$ cat config.mk
export PLATFORM = sky130hd
export DESIGN_NAME = wb_port_arbiter
export DESIGN_NICKNAME = d
export VERILOG_FILES = /design/src/rtl/wb_port_arbiter.sv
export SDC_FILE = /design/constraint.sdc
export NUM_CORES = 1
export LEC_CHECK = 0
export CORE_MARGIN = 1.5
export CORE_UTILIZATION = 37
export CTS_CLUSTER_SIZE = 16
export DETAILED_ROUTE_END_ITERATION = 7
export DONT_BUFFER_PORTS = 1
export SYNTH_ARGS = -nofsm -noshare
export SYNTH_HDL_FRONTEND = slang
export SYNTH_SLANG_ARGS = --single-unit
export TNS_END_PERCENT = 10
$ cat constraint.sdc
create_clock -name clk -period 3.6 [get_ports clk]
set_input_delay 0.9 -clock clk [delete_from_list [all_inputs] [get_ports clk]]
set_output_delay 0.9 -clock clk [all_outputs]
set_load 0.005 [all_outputs]
$ cat src/rtl/wb_port_arbiter.sv
// rtl/wb_port_arbiter.sv - register-file write port arbiter, pipeline vs auxiliary FIFO; optional starvation hold via WB_ARB_STARVE_EN
module wb_port_arbiter #(
    parameter int DEPTH        = 4,
    parameter int STARVE_LIMIT = 8
) (
    input  logic                   clk,
    input  logic                   reset,
    input  logic                   pipe_we,
    input  logic [4:0]             pipe_dest,
    input  logic [31:0]            pipe_data,
    output logic                   pipe_ack,
    input  logic                   aux_valid,
    output logic                   aux_ready,
    input  logic [4:0]             aux_dest,
    input  logic [31:0]            aux_data,
    output logic                   rf_we,
    output logic [4:0]             rf_dest,
    output logic [31:0]            rf_data,
    output logic                   stall_req,
    output logic [$clog2(DEPTH):0] fifo_count
);

    localparam int AW = $clog2(DEPTH);
    localparam int CW = AW + 1;
    localparam logic [CW-1:0] FULL_C = CW'(DEPTH);
    localparam logic [CW-1:0] ONE_C  = CW'(1);
    localparam logic [AW-1:0] ONE_P  = AW'(1);

    logic [4:0]       dest_q [DEPTH];
    logic [31:0]      data_q [DEPTH];
    logic [DEPTH-1:0] live_q, live_d;
    logic [AW-1:0]    wr_ptr_q, wr_ptr_d;
    logic [AW-1:0]    rd_ptr_q, rd_ptr_d;
    logic [CW-1:0]    count_q, count_d;

    logic empty, full, head_live, head_killed;
    logic pipe_real, pipe_gnt, aux_gnt;
    logic push, store, pop;
    logic stall_q;

    assign empty       = (count_q == '0);
    assign full        = (count_q == FULL_C);
    assign head_live   = !empty && live_q[rd_ptr_q];
    assign head_killed = !empty && !live_q[rd_ptr_q];
    assign pipe_real   = pipe_we && (pipe_dest != 5'd0);

    assign aux_ready  = !full && !reset;
    assign push       = aux_valid && aux_ready;
    // Writes to $0 are handshaken but never occupy a slot.
    assign store      = push && (aux_dest != 5'd0);
    // A killed head leaves without using the port, alongside any pipeline write.
    assign pop        = aux_gnt || head_killed;
    assign fifo_count = count_q;

    // Grant selection and register-file write mux; held stall gives the aux head the port.
    always_comb begin
        aux_gnt  = 1'b0;
        pipe_gnt = 1'b0;
        pipe_ack = 1'b1;
        rf_we    = 1'b0;
        rf_dest  = '0;
        rf_data  = '0;
        if (!reset) begin
            if (stall_q && head_live) begin
                aux_gnt  = 1'b1;
                pipe_ack = 1'b0;
            end else if (pipe_real) begin
                pipe_gnt = 1'b1;
            end else if (head_live) begin
                aux_gnt = 1'b1;
            end
        end
        if (pipe_gnt) begin
            rf_we   = 1'b1;
            rf_dest = pipe_dest;
            rf_data = pipe_data;
        end else if (aux_gnt) begin
            rf_we   = 1'b1;
            rf_dest = dest_q[rd_ptr_q];
            rf_data = data_q[rd_ptr_q];
        end
    end

    // Pointer/count update plus live bits; squash precedes the same-cycle enqueue so the new entry survives.
    always_comb begin
        wr_ptr_d = wr_ptr_q;
        rd_ptr_d = rd_ptr_q;
        count_d  = count_q;
        live_d   = live_q;
        if (pop) begin
            rd_ptr_d         = rd_ptr_q + ONE_P;
            live_d[rd_ptr_q] = 1'b0;
        end
        if (pipe_gnt) begin
            for (int i = 0; i < DEPTH; i++) begin
                if (dest_q[i] == pipe_dest) begin
                    live_d[i] = 1'b0;
                end
            end
        end
        if (store) begin
            wr_ptr_d         = wr_ptr_q + ONE_P;
            live_d[wr_ptr_q] = 1'b1;
        end
        if (store && !pop) begin
            count_d = count_q + ONE_C;
        end else if (!store && pop) begin
            count_d = count_q - ONE_C;
        end
    end

    // FIFO control state with synchronous reset.
    always_ff @(posedge clk) begin
        if (reset) begin
            wr_ptr_q <= '0;
            rd_ptr_q <= '0;
            count_q  <= '0;
            live_q   <= '0;
        end else begin
            wr_ptr_q <= wr_ptr_d;
            rd_ptr_q <= rd_ptr_d;
            count_q  <= count_d;
            live_q   <= live_d;
        end
    end

    // Payload storage; contents are only meaningful where live bits and count say so.
    always_ff @(posedge clk) begin
        if (store) begin
            dest_q[wr_ptr_q] <= aux_dest;
            data_q[wr_ptr_q] <= aux_data;
        end
    end

`ifdef WB_ARB_STARVE_EN
    localparam int SW = $clog2(STARVE_LIMIT + 1);
    localparam logic [SW-1:0] LIMIT_C = SW'(STARVE_LIMIT);
    localparam logic [SW-1:0] ONE_S   = SW'(1);

    logic [SW-1:0] starve_q, starve_d;
    logic          stall_d;

    // Count cycles a live head is passed over; any aux grant or an empty FIFO restarts it.
    always_comb begin
        starve_d = starve_q;
        stall_d  = stall_q;
        if (aux_gnt || empty) begin
            starve_d = '0;
        end else if (head_live && (starve_q != LIMIT_C)) begin
            starve_d = starve_q + ONE_S;
        end
        if (aux_gnt) begin
            stall_d = 1'b0;
        end else if (stall_q && !head_live) begin
            stall_d = 1'b0;
        end else if (starve_d == LIMIT_C) begin
            stall_d = 1'b1;
        end
    end

    // Starvation counter and registered hold request.
    always_ff @(posedge clk) begin
        if (reset) begin
            starve_q <= '0;
            stall_q  <= 1'b0;
        end else begin
            starve_q <= starve_d;
            stall_q  <= stall_d;
        end
    end

    assign stall_req = stall_q;
`else
    assign stall_q   = 1'b0;
    assign stall_req = 1'b0;
`endif

endmodule

== After elaboration in Yosys (flattened, before gate mapping) ==
Memory sizes are Yosys's and may differ from the RTL's. A register that Yosys moved wholly into a read port is not among the register bits.
Cells that the tools add are included.
Storage, ports and cells
  latch bits: 0
  RAM bits: 148
  word-level logic and storage cells: 75
  bits of input ports: 78
  memories kept: 2
  register bits: 11
  memory bits (read-only): 0
Cells by class
  multiply operators: 0
  bitwise logic cells: 3
  reductions and logical operators: 21
  order comparisons: 4
  add/subtract/negate cells: 4
  divide/modulo/power cells: 0
  equality and inequality tests: 5
  muxes and demuxes: 32
  shifts and indexed selects: 0
Memories
  data_q: words 4, bits a word 32, read ports 1, clocked after memory_dff 1, wr ports 1, line 30  | logic [31:0] data_q [DEPTH];
  dest_q: words 4, bits a word 5, read ports 5, clocked after memory_dff 1, wr ports 1, line 29  | logic [4:0] dest_q [DEPTH];
Operators by type and width (number)
  $mux W32: 2
  $eq A5 B5 Y1: 4
  $mux W1: 16
  $mux W4: 3
  $logic_and A1 B1 Y1: 10
  $mux W5: 2
  $reduce_bool A5 Y1: 2
  $mux W2: 4
  $logic_not A1 Y1: 6
  $lt A2 B3 Y1 const B: 2
  $mux W3: 2
  $add A2 B1 Y2 const B: 2
  $and A4 B4 Y4: 1
  $demux W1 S2: 2
  $ge A2 B1 Y1 const B: 2
  $not A4 Y4: 1
  $or A4 B4 Y4: 1
  $add A3 B1 Y3 const B: 1
  $eq A3 B3 Y1 const B: 1
  $logic_not A3 Y1: 1
  $sub A3 B1 Y3 const B: 1
  $bmux W1 S2: 1
  $reduce_bool A2 Y1: 1
  $logic_or A1 B1 Y1: 1

== Logic depth before layout (Yosys ltp) ==
  word-level depth: 12
  mapped depth: 10
  gate-level depth less buffers: 9

== Worst setup path before layout ==
OpenSTA, ideal clock, no wires.
  kind: in2out
  start point: input port pipe_dest[2]
  end point: output port rf_data[0]
  required time: 2700 ps
  arrival time: 2441 ps
  stages: 6
  path slack: 259 ps
  path through: buf_4 or4_4 o21a_4 nor3_4 buf_6 a22o_1
On the way
  longest elaborated chain between the ends: 6
  elaborated cells between the ends (all ways): 8
Ends and longest elaborated chain
  start: declaration: line 9  | input logic [4:0] pipe_dest,
  $reduce_bool A5 Y1 *: line 45  | assign pipe_real = pipe_we && (pipe_dest != 5'd0);
  $logic_and A1 B1 Y1 *: line 45
  $mux W1: line 67  | end else if (pipe_real) begin
  $mux W1: line 63  | if (!reset) begin
  $mux W32: line 77  | end else if (aux_gnt) begin
  $mux W32 *: line 73  | if (pipe_gnt) begin
  end: declaration: line 18  | output logic [31:0] rf_data,
Mark *: on every way between the ends. The rest lies on a longest branch, timed or not.

== Worst setup path in the final report ==
  start point: input port pipe_dest[1]
  end point: output port rf_data[12]
The elaborated chain is that of the path after synthesis.

==> results.sh <==
export IMPL_final_nets=452
export IMPL_status="complete, no violations"
export IMPL_die_width_um=138
export IMPL_drt_initial_drc_count=151
export IMPL_cpPeakStageDelay_ns=0.54
export IMPL_cts_tree="built"
export IMPL_fin_area_sq_um=7590
export IMPL_ys_seq_area_frac=0.700
export IMPL_crit_path_start_kind="primary input"
export IMPL_areaGrowthSynthToFinish_pct=12.9
export IMPL_dieArea_sq_um=19000
export IMPL_place_congestion=0.774
export IMPL_cp_required_ns=2.70
export IMPL_die_y_um=138
export IMPL_synthCells=359
export IMPL_end_kind="primary output"
export IMPL_peakVddDrop_mv=0.340
export IMPL_postPlaceCellArea_sq_um=7000
export IMPL_fp_coreArea_sq_um=17900
export IMPL_cts_sinks=161
export IMPL_yosysTopAreaCellShare=0.661
export IMPL_relSlewSlack=0.272
export IMPL_antenna_cells=0
export IMPL_netlist_area_sq_um=6730
export IMPL_num_io_pins=122
export IMPL_clk_pin_slew_ns=0.06
export IMPL_viasPerCell=5.43
export IMPL_root_buffer="clkbuf_16"
export IMPL_max_freq_mhz=304
export IMPL_fillers=1588
export IMPL_cp_top_family="simple AND/OR/NAND/NOR gates"
export IMPL_path_buf_inv=1
export IMPL_antenna_found_initial=0
export IMPL_synth_top_area_cell="edfxtp_1"
export IMPL_crit_path_cell_trace="or4_4 -> o21a_4 -> nor3_4 -> buf_4 -> a22o_1"
export IMPL_cp_slowest_cell="or4_4"
export IMPL_clk_latency_ns=0.43
export IMPL_ant_nets=0
export IMPL_grt_pass1_vias=3513
export IMPL_power_density_nw_per_um2=662
export IMPL_drc=0
export IMPL_avgSynthCellArea_sq_um=18.7
export IMPL_hold_viol_final=0
export IMPL_rsz0062_at_grt="false"
export IMPL_grt_usage=0.150
export IMPL_synthesis_nets=447
export IMPL_grt_max_degree=39
export IMPL_max_slew_worst_pin_slew_ns=1.09
export IMPL_avgRoutedWirePerCell_um=21.9
export IMPL_hold_buffers=0
export IMPL_grt_pass1_wl_um=19900
export IMPL_grt_ovfl_total=0
export IMPL_rows=49
export IMPL_synth_seq_cells=161
export IMPL_finalSetupTns_ns=0
export IMPL_post_cts_resized=0
export IMPL_ys_warnings_count=0
export IMPL_finClkSkew_ns=0.0160
export IMPL_drv_cap=0
export IMPL_critPathKind="primary input to primary output"
export IMPL_io_buffers=0
export IMPL_cp_arrival_ns=2.39
export IMPL_finalSetupViolations=0
export IMPL_cts_made_buffers=17
export IMPL_firstDrtPassIters=7
export IMPL_synth_distinct_cells=35
export IMPL_fin_crit_ns=3.29
export IMPL_initial_core_util=0.376
export IMPL_ctsLongestPathBuffers=2
export IMPL_wl_um=13300
export IMPL_hpwl_um=8600
export IMPL_num_vias=3288
export IMPL_synthTopCellsByArea="edfxtp_1 66%, mux4_2 13%, a22o_1 4.8%"
export IMPL_path_max_fanout=18
export IMPL_drv_slew=0
export IMPL_fin_crit_sh=0.914
export IMPL_h_tree_depth=4
export IMPL_p_leak_nw=2.44
export IMPL_layout_drive_gt1_share=0.239
export IMPL_post_cts_buffers=0
export IMPL_hold_class="flip-flop to flip-flop"
## power breakdown
group / leakage, nW / internal [W] / switching [W] / total (W)
logic: 0.706 / 0.000490 / 0.000464 / 0.000954
registers: 1.45 / 0.00216 / 0.000102 / 0.00227
clock network: 0.288 / 0.00104 / 0.000766 / 0.00181
## cells in the mapped netlist, drive strengths merged
library cell and instances:
o21ai 3, dfxtp 13, nand2 5, and2 1, nor2 9, o211a 1
a41o 1, inv 12, ha 9, mux2i 2, xor2 14, a22o 37
nand2b 1, fa 1, mux4 38, o21a 1, or4 1, buf 12
edfxtp 148, o311a 1, nand4 2, xnor2 10, conb 2, o211ai 1
nor3 7, nand3 2, a21oi 7, clkbuf 13, or3 2, o221ai 2
o31ai 1
## area by class of cell
type / count / area [sq um] / area share
clock inverters: 15 / 170 / 0.0224
inverters: 12 / 45.0 / 0.00593
well taps: 229 / 287 / 0.0377
repair buffers: 11 / 120 / 0.0158
clock buffers: 17 / 425 / 0.0560
multi-input cells: 161 / 1840 / 0.242
flip-flops and latches: 161 / 4710 / 0.620
## stage by stage
stage | total power [W] | instances | utilization | worst slack, ns | hold slack (ns)
3_5_place_dp | 0.00329 | 574 | 0.391 | 0.302 | 0.472
6_report | 0.00503 | 606 | 0.424 | 0.309 | 0.482
3_3_place_gp | 0.00328 | 574 | 0.391 | 0.331 | 0.465
2_1_floorplan | 0.00303 | 359 | - | 0.259 | 0.454
4_1_cts | 0.00511 | 606 | 0.424 | 0.294 | 0.481
5_1_grt | 0.00527 | 606 | 0.424 | 0.219 | 0.503
## tightest hold or removal path, cell delays in order, from the launching register on
cell	delay, ns
dfxtp_1	0.31
o221ai_1	0.06
a21oi_1	0.07
## placed cells by master (no fill, tap or decap), types with 2 or more instances in the layout
| cell | netlist | layout |
|---|---|---|
| a21oi_1 | 7 | 7 |
| a22o_1 | 37 | 37 |
| buf_12 | 0 | 3 |
| buf_4 | 3 | 8 |
| bufinv_16 | 0 | 2 |
| clkbuf_16 | 0 | 17 |
| clkinv_4 | 0 | 2 |
| clkinvlp_4 | 0 | 2 |
| conb_1 | 2 | 2 |
| dfxtp_1 | 13 | 11 |
| dfxtp_2 | 0 | 2 |
| edfxtp_1 | 148 | 148 |
| ha_1 | 9 | 9 |
| inv_1 | 12 | 9 |
| inv_2 | 0 | 3 |
| inv_6 | 0 | 7 |
| mux2i_1 | 2 | 2 |
| mux4_2 | 38 | 38 |
| nand2_1 | 5 | 5 |
| nand3_1 | 2 | 2 |
| nand4_1 | 2 | 2 |
| nor2_1 | 9 | 9 |
| nor3_1 | 6 | 6 |
| o21ai_0 | 3 | 3 |
| o221ai_1 | 2 | 2 |
| or3_1 | 2 | 2 |
| xnor2_1 | 10 | 10 |
| xor2_1 | 14 | 14 |
## layer usage
metal  GRT usage  share of wire  vias to the layer above
li1            -              -                     1455
met1       0.180           0.40                     1679
met2       0.249           0.50                      137
met3      0.0519          0.081                       17
met4      0.0637          0.015                        0
met5           0              0                        -
## path summary, 6_finish.rpt
check | start | to | slack, ns | depth (start not counted)
setup / recovery | pipe_dest[1] | rf_data[12] | 0.31 | 5
hold reg to reg | live_q[3]$_SDFF_PP0_ | live_q[3]$_SDFF_PP0_ | 0.48 | 2
hold / removal | live_q[3]$_SDFF_PP0_ | live_q[3]$_SDFF_PP0_ | 0.48 | 2
setup reg to reg | fifo_count[0]$_SDFFE_PP0P_ | fifo_count[2]$_SDFFE_PP0P_ | 0.65 | 9
## state kept, by name (all words and copies together), names as in the netlist, named ones only
| signal | flops |
|---|---|
| live_q | 4 |
| dest_q | 20 |
| fifo_count | 3 |
| rd_ptr_q | 2 |
| data_q | 128 |
| wr_ptr_q | 2 |
## logic make-up (layout without fill, tap and decap cells)
family | after synthesis | after routing | synth area share
flops | 161 | 161 | 0.700
compound gates | 55 | 55 | 0.0672
xor+xnor | 24 | 24 | 0.0313
fa+ha+maj | 10 | 10 | 0.0197
simple gates | 30 | 30 | 0.0234
other cells | 2 | 2 | 0.00112
mux | 40 | 40 | 0.130
buf+inv | 37 | 55 | 0.0275
Power figures use the tool's default switching activity.
